**src/rtl/spi_chain_master.sv**
```systemverilog
// SPI initiator for a shift/load register chain: shifts a WIDTH-bit word out MSB first,
// pulses load after the last bit and captures the chain's serial return into o_rx_data.
module spi_chain_master #(
    parameter int WIDTH   = 16,
    parameter int CLK_DIV = 4
) (
    input  logic             i_clk,
    input  logic             i_rst,
    input  logic             i_start,
    input  logic [WIDTH-1:0] i_data,
    input  logic             i_spi_miso,
    output logic             o_spi_clk,
    output logic             o_spi_dat,
    output logic             o_spi_load,
    output logic             o_busy,
    output logic             o_done,
    output logic [WIDTH-1:0] o_rx_data
);

    localparam int CNT_W = (CLK_DIV > 1) ? $clog2(CLK_DIV) : 1;
    localparam int BIT_W = $clog2(WIDTH + 1);
    localparam logic [CNT_W-1:0] CNT_LAST = CNT_W'(CLK_DIV - 1);
    localparam logic [BIT_W-1:0] BIT_LAST = BIT_W'(WIDTH - 1);

    typedef enum logic [2:0] {
        IDLE,
        SHIFT_LO,
        SHIFT_HI,
        LOAD,
        GAP
    } state_t;

    state_t             state_q, state_d;
    logic [CNT_W-1:0]   cnt_q, cnt_d;
    logic [BIT_W-1:0]   bit_cnt_q, bit_cnt_d;
    logic [WIDTH-1:0]   tx_sr_q, tx_sr_d;
    logic [WIDTH-1:0]   rx_sr_q, rx_sr_d;
    logic [WIDTH-1:0]   rx_data_q, rx_data_d;
    logic               spi_clk_q, spi_clk_d;
    logic               spi_dat_q, spi_dat_d;
    logic               spi_load_q, spi_load_d;
    logic               busy_q, busy_d;
    logic               done_q, done_d;
    logic               miso_meta_q, miso_sync_q;
    logic               phase_end;

    always_comb begin
        state_d    = state_q;
        cnt_d      = cnt_q;
        bit_cnt_d  = bit_cnt_q;
        tx_sr_d    = tx_sr_q;
        rx_sr_d    = rx_sr_q;
        rx_data_d  = rx_data_q;
        spi_dat_d  = spi_dat_q;
        done_d     = 1'b0;
        phase_end  = (cnt_q == CNT_LAST);

        // Half-period counter free-runs through every active state and wraps per phase.
        if (state_q != IDLE) begin
            cnt_d = phase_end ? '0 : cnt_q + 1'b1;
        end

        case (state_q)
            IDLE: begin
                if (i_start) begin
                    tx_sr_d   = i_data;
                    bit_cnt_d = '0;
                    cnt_d     = '0;
                    spi_dat_d = i_data[WIDTH-1];
                    state_d   = SHIFT_LO;
                end
            end
            SHIFT_LO: begin
                if (phase_end) begin
                    state_d = SHIFT_HI;
                end
            end
            SHIFT_HI: begin
                if (phase_end) begin
                    rx_sr_d   = {rx_sr_q[WIDTH-2:0], miso_sync_q};
                    bit_cnt_d = bit_cnt_q + 1'b1;
                    if (bit_cnt_q == BIT_LAST) begin
                        spi_dat_d = 1'b0;
                        state_d   = LOAD;
                    end else begin
                        // Next bit goes out on the same edge that drops spi_clk.
                        tx_sr_d   = {tx_sr_q[WIDTH-2:0], 1'b0};
                        spi_dat_d = tx_sr_q[WIDTH-2];
                        state_d   = SHIFT_LO;
                    end
                end
            end
            LOAD: begin
                if (phase_end) begin
                    state_d = GAP;
                end
            end
            GAP: begin
                if (phase_end) begin
                    rx_data_d = rx_sr_q;
                    done_d    = 1'b1;
                    state_d   = IDLE;
                end
            end
            default: begin
                state_d = IDLE;
            end
        endcase

        // Pin outputs are registered copies of the next state's decode.
        spi_clk_d  = (state_d == SHIFT_HI);
        spi_load_d = (state_d == LOAD);
        busy_d     = (state_d != IDLE);
    end

    always_ff @(posedge i_clk) begin
        if (i_rst) begin
            state_q    <= IDLE;
            cnt_q      <= '0;
            bit_cnt_q  <= '0;
            rx_data_q  <= '0;
            spi_clk_q  <= 1'b0;
            spi_dat_q  <= 1'b0;
            spi_load_q <= 1'b0;
            busy_q     <= 1'b0;
            done_q     <= 1'b0;
        end else begin
            state_q    <= state_d;
            cnt_q      <= cnt_d;
            bit_cnt_q  <= bit_cnt_d;
            rx_data_q  <= rx_data_d;
            spi_clk_q  <= spi_clk_d;
            spi_dat_q  <= spi_dat_d;
            spi_load_q <= spi_load_d;
            busy_q     <= busy_d;
            done_q     <= done_d;
        end
    end

    // Shift registers are fully rewritten each transfer; miso is asynchronous, hence two flops.
    always_ff @(posedge i_clk) begin
        tx_sr_q     <= tx_sr_d;
        rx_sr_q     <= rx_sr_d;
        miso_meta_q <= i_spi_miso;
        miso_sync_q <= miso_meta_q;
    end

    assign o_spi_clk  = spi_clk_q;
    assign o_spi_dat  = spi_dat_q;
    assign o_spi_load = spi_load_q;
    assign o_busy     = busy_q;
    assign o_done     = done_q;
    assign o_rx_data  = rx_data_q;

endmodule

```
**config.mk**
```make
export PLATFORM = sky130hd
export DESIGN_NAME = spi_chain_master
export DESIGN_NICKNAME = d
export VERILOG_FILES = /design/src/rtl/spi_chain_master.sv
export SDC_FILE = /design/constraint.sdc
export NUM_CORES = 1
export LEC_CHECK = 0
export CORE_MARGIN = 8
export CORE_UTILIZATION = 40
export DETAILED_ROUTE_END_ITERATION = 8
export MAX_ROUTING_LAYER = met4
export PLACE_DENSITY = 0.64
export SYNTH_ARGS = -nofsm -noshare
export SYNTH_HDL_FRONTEND = slang
export SYNTH_SLANG_ARGS = --single-unit
```
**constraint.sdc**
```tcl
create_clock -name i_clk -period 7.5 [get_ports i_clk]
set_input_delay 1.875 -clock i_clk [delete_from_list [all_inputs] [get_ports i_clk]]
set_output_delay 1.875 -clock i_clk [all_outputs]
set_load 0.01 [all_outputs]
```
==> impl_metrics.ini <==
[floorplan]
floorplan.die.height_um = 93.9
io-pin-count = 41
floorplan.initialDensity_pct = 41.2
die_area_um2 = 8810
rows = 28
chipWidth_um = 93.9
floorplan.core_area_um2 = 5890

[global_route]
grt_usage_pct = 10.8
grt_start_max_net_pins = 27
grt_pass1_wl_um = 7240
antenna_found_initial = 0
via_count_of_the_first_global_routing_pass = 1592
globalRouteOverflowTotal = 0

[timing]
slew_at_the_pin_closest_to_its_max_slew_limit_ns = 0.999
setup-tns-final_ns = 0
relSlewSlack_pct = 33.2
hold_viol_final = 0
maxSlewViolCount = 0
rsz0062_at_grt = no
timing.final.setup_violations = 0
post-route-min-period_ns = 3.51
post-route-period-util_pct = 46.8
max_freq_mhz = 285
finalClockSkew_ns = 0.00926

[pwr]
switching_share_pct = 21.3
internal-power_uw = 581
clk_network_pwr_share_pct = 45.0
power_per_cell_area_nw_per_um2 = 238
vdd.ir_drop.worst_mv = 0.111
combinationalPowerShare_pct = 4.1
seqPwrFrac_pct = 50.8
switchingPower_uw = 157
power.static_leakage_nw = 1.08

[routing]
vias_per_cell = 4.89
via_count = 1580
drt_iter0_drc = 77
final_antenna_net_count = 0
drcViolationCount = 0
totalWireLength_um = 4340
drt_pre_antenna_iters = 4
route.detailed.wl_per_inst_um = 13.4

[synthesis]
synth_sequential_area_ratio_pct = 65.6
synth.ff_latch_count = 64
synthCells = 202
mappedNetlistArea_um2 = 2420
avgSynthCellArea_um2 = 12.0
synth_fp_nets = 225
netlist-cell-type-count = 35
synth.yosys.warnings = 0

[clock_network]
cts_tree = yes
clk-insertion-delay-late_ns = 0.33
clk_pin_slew_ns = 0.08
setup_fix_buffers_added_after_clock_tree_synthesis = 0
htree_num_levels = 3
tritoncts.num_buffers = 9
ctsHoldBuffers = 0
root_buffer = clkbuf_8
cts-resized-gates = 0
clock_sink_total = 64
max-clock-path-buffers = 2

[worst_setup_path]
setup.worst_path.start_class = input port
cp_max_fo = 26
cp_data_required_time_ns = 7.70
crit_arrival_ns = 3.72
critPathCaptureType = flop
critical_path_class = in2reg

[place]
detailedPlacementHpwl_um = 2810
routabilityCongestion = 0.719
place.port_buffers = 40

[finish]
final_nets = 266
final_layout_size_suffix_gt1_share_pct = 14.9
fill_cells = 544
n_antenna_cell = 0
synthToLayoutAreaGrowth_pct = 27.7
utilization_pct = 52.6

[flow_run]
maxCapViolations = 0

[status]
run_status = finished clean

[min_path]
hold_path.class = reg2reg
flip-flops by register name, summed over array words and instances, names as in the netlist:
register and flops:
bit_cnt_q 5, o_spi_dat 1, state_q 3, rx_sr_q 16
o_spi_clk 1, o_done 1, tx_sr_q 15, o_rx_data 16
miso_sync_q 1, cnt_q 2, o_spi_load 1, o_busy 1
miso_meta_q 1
worst max-delay path, cell delays in order:
cell and delay (ns):
clkdlybuf4s50_1 1.13, nor2_1 0.11, and4b_1 0.21, a31oi_1 0.27, nand3b_1 0.11
cell families (layout without fill, tap and decap cells):
logic type                 count (synthesis)  after routing  synth area share (%)
DFF                                       64             64                  65.6
adders and majority gates                  3              3                  1.55
xor gates and xnor gates                   2              2                 0.723
buffers and inverters                     18             64                  3.46
AOI/OAI and AO/OA                         30             30                  7.02
muxes                                     16             16                  7.33
and+or+nand+nor                           69             69                  14.3
per-stage QoR:
stage	area [µm²]	hold slack, ns	total power [mW]	instances	setup slack (ns)
after floorplan	2420	0.310	0.399	202	4.01
after global placement	2870	0.311	0.413	307	3.69
after detailed placement	2870	0.315	0.414	307	3.62
after CTS	3100	0.333	0.748	323	3.98
after global routing	3100	0.346	0.769	323	3.84
final	3100	0.331	0.739	323	3.99
power groups by stage:
stage / Sequential (mW) / Combinational, mW / Clock, mW
floorplan: 0.382 / 0.0166 / 0
global placement: 0.383 / 0.0302 / 0
detailed placement: 0.383 / 0.0309 / 0
CTS: 0.375 / 0.0309 / 0.341
global route: 0.376 / 0.0336 / 0.359
finish: 0.376 / 0.0306 / 0.332
cell usage in the layout (no fill, tap or decap), types with 2 or more instances in the layout:
cell type | netlist | final
mux2_2 | 14 | 14
xnor2_1 | 2 | 2
bufinv_16 | 0 | 2
a31oi_1 | 3 | 3
and3_1 | 2 | 2
inv_1 | 7 | 7
nand2_1 | 34 | 34
nor2b_1 | 3 | 3
a31o_2 | 2 | 2
nand3_1 | 3 | 3
clkdlybuf4s50_1 | 0 | 40
a21oi_1 | 20 | 20
nor2_1 | 10 | 10
ha_1 | 3 | 3
nand3b_1 | 2 | 2
edfxtp_1 | 31 | 31
nor3_1 | 2 | 2
o21ai_0 | 2 | 2
nor2_2 | 2 | 2
dfxtp_1 | 33 | 33
nand4_1 | 2 | 2
nand2b_1 | 2 | 2
mux2i_1 | 2 | 2
clkbuf_8 | 0 | 9
clkinv_4 | 0 | 3
Yosys cell counts:
master / n / area share, %
nand2_1: 34 / 5.3
dfxtp_1: 33 / 27
edfxtp_1: 31 / 38
a21oi_1: 20 / 4.1
mux2_2: 14 / 6.5
nor2_1: 10 / 1.5
inv_1: 7 / 1.1
clkbuf_1: 4 / 0.62
a31oi_1: 3 / 0.77
buf_2: 3 / 0.62
buf_4: 3 / 0.93
ha_1: 3 / 1.5
nand3_1: 3 / 0.62
nor2b_1: 3 / 0.77
a31o_2: 2 / 0.72
and3_1: 2 / 0.52
mux2i_1: 2 / 0.83
nand2b_1: 2 / 0.52
nand3b_1: 2 / 0.62
nand4_1: 2 / 0.52
nor2_2: 2 / 0.52
nor3_1: 2 / 0.41
o21ai_0: 2 / 0.41
xnor2_1: 2 / 0.72
a21boi_0: 1 / 0.31
a221oi_1: 1 / 0.36
and2_1: 1 / 0.26
and3b_1: 1 / 0.36
and4b_1: 1 / 0.41
clkbuf_2: 1 / 0.21
nand2b_4: 1 / 0.57
nand4b_1: 1 / 0.36
nor3b_4: 1 / 0.77
o21bai_1: 1 / 0.31
or3_1: 1 / 0.26
worst paths after layout:
path	from	end	slack (ns)	cells past startpoint
max	i_rst	o_busy	3.99	5
max reg2reg	state_q[1]	rx_sr_q[3]	5.03	2
min	miso_meta_q	miso_sync_q	0.33	0
min reg2reg	miso_meta_q	miso_sync_q	0.33	0
layout make-up:
cell class	instances	area, µm²	area share, %
sequential	64	1590	51.4
timing repair buffer	41	408	13.2
multi-input combinational	120	749	24.2
tap	75	93.8	3.03
inverter	7	26.3	0.848
clock buffer	9	124	4.00
clock inverter	7	104	3.35
layer usage:
metal | part of all wire [%] | up-vias | GRT usage (%)
met5 | 0 | - | -
met4 | 2.3 | 0 | 6.74
met3 | 4.3 | 9 | 3.04
met2 | 46 | 28 | 16.3
met1 | 47 | 756 | 12.4
li1 | - | 787 | -
Note: power is estimated with default switching activity, not from simulation.
